## src/rtl/uart_pkg.sv

```systemverilog
// rtl/uart_pkg.sv - shared UART types and line-level constants
package uart_pkg;

    typedef enum logic [2:0] {
        TX_IDLE,
        TX_START,
        TX_DATA,
        TX_PARITY,
        TX_STOP
    } tx_state_t;

    localparam logic START_BIT_LEVEL = 1'b0;
    localparam logic STOP_BIT_LEVEL  = 1'b1;
    localparam logic IDLE_LEVEL      = 1'b1;

    // Parity over one byte; odd=1 inverts the even-parity result
    function automatic logic calc_parity(input logic [7:0] data, input logic odd);
        return (^data) ^ odd;
    endfunction

endpackage

```

## src/rtl/transmitter.sv

```systemverilog
// rtl/transmitter.sv - UART transmitter with one-byte holding register
module transmitter
    import uart_pkg::*;
#(
    parameter int CLOCKS_PER_PULSE = 16,
    parameter int PARITY_EN        = 0,
    parameter int PARITY_ODD       = 0,
    parameter int STOP_BITS        = 1
) (
    input  logic       clk,
    input  logic       rstn,
    input  logic [7:0] data_in,
    input  logic       data_valid,
    output logic       data_ready,
    output logic       tx,
    output logic       busy
);

    localparam int CNT_W = (CLOCKS_PER_PULSE > 1) ? $clog2(CLOCKS_PER_PULSE) : 1;
    localparam logic [CNT_W-1:0] CNT_LAST  = CNT_W'(CLOCKS_PER_PULSE - 1);
    localparam logic [2:0]       STOP_LAST = 3'(STOP_BITS - 1);
    localparam logic             ODD       = (PARITY_ODD != 0);

    tx_state_t        state;
    logic [CNT_W-1:0] cnt;
    logic [2:0]       bit_idx;
    logic [7:0]       hold;
    logic             hold_full;
    logic [7:0]       shift;
    logic             par_bit;

    // Holding register accept plus the bit-serial shift engine; tx is registered
    always_ff @(posedge clk) begin
        if (!rstn) begin
            state     <= TX_IDLE;
            cnt       <= '0;
            bit_idx   <= '0;
            hold      <= '0;
            hold_full <= 1'b0;
            shift     <= '0;
            par_bit   <= 1'b0;
            tx        <= IDLE_LEVEL;
        end else begin
            // Accept only while empty; the drain below only fires while full,
            // so accept and drain can never coincide on one edge.
            if (data_valid && !hold_full) begin
                hold      <= data_in;
                hold_full <= 1'b1;
            end

            case (state)
                TX_IDLE: begin
                    if (hold_full) begin
                        state     <= TX_START;
                        shift     <= hold;
                        par_bit   <= calc_parity(hold, ODD);
                        hold_full <= 1'b0;
                        cnt       <= '0;
                        tx        <= START_BIT_LEVEL;
                    end
                end
                default: begin
                    if (cnt != CNT_LAST) begin
                        cnt <= cnt + 1'b1;
                    end else begin
                        cnt <= '0;
                        case (state)
                            TX_START: begin
                                state   <= TX_DATA;
                                bit_idx <= '0;
                                tx      <= shift[0];
                            end
                            TX_DATA: begin
                                if (bit_idx == 3'd7) begin
                                    bit_idx <= '0;
                                    if (PARITY_EN != 0) begin
                                        state <= TX_PARITY;
                                        tx    <= par_bit;
                                    end else begin
                                        state <= TX_STOP;
                                        tx    <= STOP_BIT_LEVEL;
                                    end
                                end else begin
                                    bit_idx <= bit_idx + 3'd1;
                                    shift   <= {1'b0, shift[7:1]};
                                    tx      <= shift[1];
                                end
                            end
                            TX_PARITY: begin
                                state   <= TX_STOP;
                                bit_idx <= '0;
                                tx      <= STOP_BIT_LEVEL;
                            end
                            TX_STOP: begin
                                if (bit_idx != STOP_LAST) begin
                                    bit_idx <= bit_idx + 3'd1;
                                end else if (hold_full) begin
                                    // Back-to-back frame with no idle gap
                                    state     <= TX_START;
                                    bit_idx   <= '0;
                                    shift     <= hold;
                                    par_bit   <= calc_parity(hold, ODD);
                                    hold_full <= 1'b0;
                                    tx        <= START_BIT_LEVEL;
                                end else begin
                                    state   <= TX_IDLE;
                                    bit_idx <= '0;
                                    tx      <= IDLE_LEVEL;
                                end
                            end
                            default: begin
                                state <= TX_IDLE;
                                tx    <= IDLE_LEVEL;
                            end
                        endcase
                    end
                end
            endcase
        end
    end

    assign data_ready = !hold_full;
    assign busy       = (state != TX_IDLE) || hold_full;

endmodule

```

## config.mk

```make
export PLATFORM = sky130hd
export DESIGN_NAME = transmitter
export DESIGN_NICKNAME = d
export VERILOG_FILES = /design/src/rtl/uart_pkg.sv /design/src/rtl/transmitter.sv
export SDC_FILE = /design/constraint.sdc
export NUM_CORES = 1
export LEC_CHECK = 0
export ABC_AREA = 1
export BUFFER_PORTS_ARGS = -buffer_cell sky130_fd_sc_hd__buf_2
export CORE_UTILIZATION = 51
export CTS_BUF_LIST = sky130_fd_sc_hd__clkbuf_2
export DETAILED_ROUTE_END_ITERATION = 8
export PLACE_DENSITY = 0.76
export RECOVER_POWER = 25
export SLEW_MARGIN = 20
export SYNTH_ARGS = -nofsm -noshare
export SYNTH_HDL_FRONTEND = slang
export SYNTH_SLANG_ARGS = --single-unit
```

## constraint.sdc

```tcl
create_clock -name clk -period 1.3 [get_ports clk]
set_input_delay 0.065 -clock clk [delete_from_list [all_inputs] [get_ports clk]]
set_output_delay 0.065 -clock clk [all_outputs]
set_load 0.01 [all_outputs]
```

# [Yosys cells after proc, flatten, opt, wreduce, memory -nomap -nowiden]
# Cells that the tools add are included.
[word_totals] output_inout_bits=3 reg_bits=28 word_cells=67
[classes] addsub=2 bitwise_logic=2 n_eq_ne=11 mux=32 n_reduce_logical=13
[op_table] cell="8-bit two-way mux" count=5
[op_table] cell="3-bit two-way mux" count=7
[op_table] cell="8-bit one-hot mux with 2 select lines" count=1
[op_table] cell="1-bit two-way mux" count=13
[op_table] cell="4-bit two-way mux" count=3
[op_table] cell="3-bit one-hot mux with 4 select lines" count=1
[op_table] cell="3-bit nonzero test" count=4
[op_table] cell="3-bit one-hot mux with 3 select lines" count=1
[op_table] cell="4-bit AND reduction" count=2
[op_table] cell="3-bit by 2-bit equality test with 1-bit output (second input constant)" count=2
[op_table] cell="3-bit equality test (second input constant)" count=2
[op_table] cell="3-bit inequality test (second input constant)" count=2
[op_table] cell="3-bit AND reduction" count=2
[op_table] cell="4-bit by 1-bit adder with 4-bit output (second input constant)" count=1
[op_table] cell="4-bit inequality test (second input constant)" count=1
[op_table] cell="3-bit by 1-bit adder with 3-bit output (second input constant)" count=1
[op_table] cell="3-bit by 1-bit equality test with 1-bit output (second input constant)" count=1
[op_table] cell="3-bit zero test" count=1
[op_table] cell="3-bit by 2-bit inequality test with 1-bit output (second input constant)" count=1
[op_table] cell="1-bit one-hot mux with 3 select lines" count=1
[op_table] cell="2-bit by 1-bit inequality test with 1-bit output (second input constant)" count=1
[op_table] cell="2-bit inequality test (second input constant)" count=1
[op_table] cell="1-bit NOT" count=2
[op_table] cell="2-bit OR reduction" count=1
[op_table] cell="other kinds (3)" count=3

# [Depth between registers and ports, before layout]
[depth] word_depth=8 depth_mapped=11

# [Worst setup path after synthesis]
# OpenSTA, ideal clock, no wires.
[synth_timing] path_type="reg-to-reg" start="reg bit_idx[0]" end="reg shift[0]" stages_incl_launch_ff=12 path_buffers=1 synth_period_minus_slack_ps=1355 t_arrival_ps=1242 path_slack_ps=-55 path_cell_list="dfxtp_1 > inv_1 > ha_1 > nand2_1 > nand3_1 > nand2_2 > inv_4 > nand2_4 > buf_6 > nand2_2 > nand2_1 > nor2_1"
[synth_between] elab_chain_cells=3 elab_cells_between_ends=5 cone_classes="eq/ne (3); reduce/logical (2)"
[synth_rtl] element="start, declared" line="transmitter.sv:26" text="logic [2:0] bit_idx;"
[synth_rtl] element="start signal, assigned" line="transmitter.sv:84" text="bit_idx <= bit_idx + 3'd1;"
[synth_rtl] element="start signal, assigned" line="transmitter.sv:96" text="bit_idx <= bit_idx + 3'd1;"
[synth_rtl] element="3-bit equality test / 3-bit nonzero test (equally long branches)" line="transmitter.sv:74, transmitter.sv:95"
[synth_rtl] element="3-bit inequality test (no source line) / 3-bit by 2-bit inequality test with 1-bit output (equally long branches)"
[synth_rtl] element="4-bit AND reduction (no source line) *"
[synth_rtl] element="end signal, assigned" line="transmitter.sv:55" text="shift <= hold;"
[synth_rtl] element="end signal, assigned" line="transmitter.sv:85" text="shift <= {1'b0, shift[7:1]};"
[synth_rtl] element="end signal, assigned" line="transmitter.sv:101" text="shift <= hold;"
[synth_rtl] element="end, declared" line="transmitter.sv:29" text="logic [7:0] shift;"
# Every way passes the cells marked *; elsewhere a longest branch is shown, timed or not.
# A chain may end at the register's enable or synchronous reset.

# [Worst setup path in the final report]
[layout_timing] start="reg state[0]" end="reg shift[2]"
[layout_between] elab_chain_cells=4 elab_cells_between_ends=11 cone_classes="eq/ne (5); mux (3); reduce/logical (3)"
[layout_rtl] element="start, declared" line="transmitter.sv:24" text="tx_state_t state;"
[layout_rtl] element="start signal, assigned" line="transmitter.sv:35" text="state <= TX_IDLE;"
[layout_rtl] element="start signal, assigned" line="transmitter.sv:54" text="state <= TX_START;"
[layout_rtl] element="start signal, assigned" line="transmitter.sv:69" text="state <= TX_DATA;"
[layout_rtl] element="3-bit equality test / 3-bit by 2-bit equality test with 1-bit output (equally long branches)" line="transmitter.sv:67" text="case (state)"
[layout_rtl] element="8-bit one-hot mux with 2 select lines" line="transmitter.sv:67"
[layout_rtl] element="8-bit two-way mux" line="transmitter.sv:63" text="if (cnt != CNT_LAST) begin"
[layout_rtl] element="8-bit two-way mux" line="transmitter.sv:51" text="case (state)"
# Several ways; a longest one is shown, not always the timed one. The select of a mux whose other input is x is not followed.

==> metrics.md <==
| Metric | Value |
|---|---|
| Sequential cell area fraction in the yosys report | `a little over a third` |
| XOR/XNOR Fraction of Synth Area | `0%` |
| Normalized max-slew margin | `between 70% and 80%` |
| Maximum fanout along the worst path | `7` |
| Post-Synth Simple-Gate Area | `roughly a third` |
| Status | `finished, violations left` |
| Post-Synth Adder-Cell Area | `between 3 and 4%` |
| R2R Path Start | `state[0]$_SDFFE_PN0P_` |
| Finished Core Util | `between 70% and 80%` |
| Die Ht | `56.9 µm` |
| Portion of netlist area occupied by mux cells | `0%` |
| Clk sinks | `28` |
| Largest family of logic cells by synthesized area | `simple AND/OR/NAND/NOR gates` |
| Crit Path Category | `flop to flop` |
| Via count | `1661` |
| Hold Crit Start | `rstn` |
| H-tree depth | `1` |
| Largest area contributor in the netlist | `dfxtp_1` |
| F_max | `0.713 GHz` |
| CTS tree | `built` |
| PnR worst setup slack | `-103 ps` |
| Ports | `14` |
| Critical path required time | `around 1600 ps` |
| Hold crit path type | `primary input to flop` |
| Vias/cell | `roughly 5.6` |
| Initial antenna violation count | `0` |
| Final Max Tran Viols | `0` |
| Non-Filler Instances | `298` |
| CTS buffer count | `3` |
| Die width | `about 57 µm` |
| Drt wl/cell | `14.9 µm` |
| Most used routing layer | `met2` |
| P_sw | `roughly 1.8 mW` |
| Sequential share of power | `between 20% and 30%` |
| Post-synth cell types | `26` |
| Layout net count | `roughly 280` |
| GR Layer Usage met2 | `about 44%` |
| Clock share of power | `about 9.0%` |
| Count of flip-flops with a built-in enable after synthesis | `0` |
| WP data arrival | `1730 ps` |
| Slowest stage delay, CP | `400 ps` |
| Clock buffer depth | `2` |
| Crit path top cell by count | `nand2_1` |
| Most common library cells after synthesis | `nand2_1 (41), nor2_1 (40), dfxtp_1 (28)` |
| Combinational power share | `61.3%` |
| Reg2reg path depth | `9` |
| Crit-path cells | `nor2_4, buf_4, nand3_4, nand2_4, inv_8, nand2_8, nand2_1, nand2_1, nor2_1` |
| Final worst path period need | `around 1400 ps` |
| Clk_lat worst skew | `400 ps` |
| Die area | `3240 µm²` |
| Post-Place Cells | `between 200 and 300` |
| Post-synth ARST share | `0%` |
| Met1 usage | `32.8%` |
| Endpoints failing hold | `0` |
| Gr usage total | `about a quarter` |
| Clock Pin Slew Worst Setup and Hold Paths | `between 200 and 300 ps` |
| Slew at the pin closest to its max-slew limit | `roughly 330 ps` |
| Largest net degree at the start of global routing | `20` |
| HPWL after DPL | `between 2000 and 2500 µm` |
| Synthesized area per cell | `about 6.9 µm²` |
| Flops & latches, synth | `28` |
| Starting Density | `54.8%` |
| Synth Area in Compound Gates | `~14%` |
| Maxcap violations | `0` |
| Clock skew | `about 18 ps` |
| Buf/Inv on CP | `2` |
| CP delay by family, top | `simple AND/OR/NAND/NOR gates` |
| Int Power | `approximately 2.1 mW` |
| Sw frac | `~46%` |
| Met3 Resource Use GR | `~2.5%` |
| CTS Root Buffer Type | `clkbuf_2` |
| Vias in the first global route | `between 1000 and 1500` |
| Post-Synthesis Cells | `between 200 and 250` |
| Hold Path End | `state[0]$_SDFFE_PN0P_` |
| Core Region | `2810 µm²` |
| Hold Crit Depth | `3` |
| Ys flop type | `dfxtp_1` |
| Area delta synth->final | `38.6%` |
| Ant diodes | `0` |
| Syn. warnings | `0` |
| Remaining global-route overflow | `0` |
| Count leader, synth | `nand2_1` |
| Power per cell area | `roughly 1800 nW/µm²` |
| Final setup fails | `18` |
| Static leakage | `around 0.9 nW` |
| Worst R2R Setup Slack | `-100 ps` |
| Post-route clock period utilization | `108%` |
| Router iterations before antenna repair | `4` |
| CP Capture Type | `flop` |
| Routed wire length | `between 4000 and 5000 µm` |
| Worst IR drop on VDD | `between 0.001 and 0.0015 V` |
| Cell area after synthesis | `between 1500 and 2000 µm²` |
| Global-route wire length before repair | `6300 µm` |
| # port buffers | `13` |
| Synth top area share | `between 30% and 40%` |
| Worst slack, placed | `-37.6 ps` |
| Share of cells above drive strength 1 | `approximately a third` |
| Drt initial violations | `between 90 and 100` |
| GPL Wtd Cong | `between 0.8 and 0.9` |
| RSZ-0062 raised after global routing | `true` |
| Syn_nets | `between 200 and 250` |
| # DRC | `0` |
| FF-to-FF End | `shift[2]$_SDFFE_PN0P_` |
| Slowest cell on the critical path | `dfxtp_2` |
| Synth top area cells | `dfxtp_1 (36%), nand2_1 (10%), nor2_1 (9.8%)` |
| Violated checks | `negative setup slack` |
| Startpoint Class | `flop` |
| # rows | `19` |
| Post-route ant nets | `0` |
[registers in the layout, indices dropped and copies added, names as in the netlist]
register and cells:
hold 8, cnt 4, hold_full 1, tx 1, bit_idx 3, shift 8
state 3
[worst register-to-register path, stage by stage, from the launching register on]
cell	delay [ps]
dfxtp_2	400
nor2_4	200
buf_4	190
nand3_4	120
nand2_4	120
inv_8	60
nand2_8	90
nand2_1	60
nand2_1	60
nor2_1	40
[stage by stage]
| step | power, mW | area (µm²) | hold slack (ps) | setup TNS [ps] |
|---|---|---|---|---|
| after floorplan | 2.39 | 1580 | 232 | 0 |
| after global placement | 2.72 | 1750 | 309 | -21.7 |
| after detailed placement | 2.75 | 1750 | 321 | -214 |
| after CTS | 3.42 | 1960 | 28.3 | -280 |
| after global routing | 4.14 | 2130 | 20.9 | -1670 |
| final | 3.89 | 2130 | 17.2 | -1010 |
[timing repair]
item	4_1_cts	5_1_grt
pin swaps	8	8
setup endpoints to repair	14	18
hold buffers	8	0
gates resized for setup	19	32
endpoints found under the hold margin	8	0
buffers inserted	3	5
gates cloned	1	0
[placed cells by master (no fill, tap or decap), types with 8 or more instances in the layout]
master         count
buf_2             11
a21oi_1           12
dlygate4sd3_1      8
inv_1             18
dfxtp_1           22
nand2_2           11
o21ai_0           19
nor2_1            38
nand2_1           33
nand3_1            9
buf_4             21
[metal layers]
layer  part of all wire (%)  routed length (µm)
met5                      0                   0
met4                    3.5                 154
met3                    4.9                 217
met2                     51                2260
met1                     41                1820
[cells by family after synthesis]
group,Yosys count
AO/OA/AOI/OAI,42
adder cells (fa/ha/maj),4
buffers and inverters,35
flip-flops,28
AND/OR/NAND/NOR,114
[cell type report]
cell class | count | area (µm²)
sequential | 28 | 573
clock inverter | 1 | 3.75
inverter | 27 | 114
tap | 31 | 38.8
timing repair buffer | 47 | 364
clock buffer | 3 | 15.0
multi-input combinational | 161 | 1020
fill | 203 | 676
[power groups by stage]
stage | clock, mW | combinational [mW] | sequential [mW]
after detailed placement | 0 | 1.60 | 1.15
after global placement | 0 | 1.57 | 1.15
after floorplan | 0 | 1.25 | 1.14
after CTS | 0.339 | 1.95 | 1.14
after global routing | 0.380 | 2.59 | 1.17
final | 0.350 | 2.38 | 1.16
[worst max path at each step]
stage                                        from                       to  slack (ps)  depth (start not counted)
after floorplan           bit_idx[0]$_SDFFE_PN0P_    shift[4]$_SDFFE_PN0P_           1                          9
after global placement      state[0]$_SDFFE_PN0P_  bit_idx[1]$_SDFFE_PN0P_         -10                          8
after detailed placement  bit_idx[0]$_SDFFE_PN0P_    shift[3]$_SDFFE_PN0P_         -40                         10
after CTS                   state[1]$_SDFFE_PN0P_                     busy         -40                          4
after global routing        state[0]$_SDFFE_PN0P_  bit_idx[1]$_SDFFE_PN0P_        -130                          8
final                       state[0]$_SDFFE_PN0P_    shift[2]$_SDFFE_PN0P_        -100                          9
Note: power is estimated with default switching activity, not from simulation.
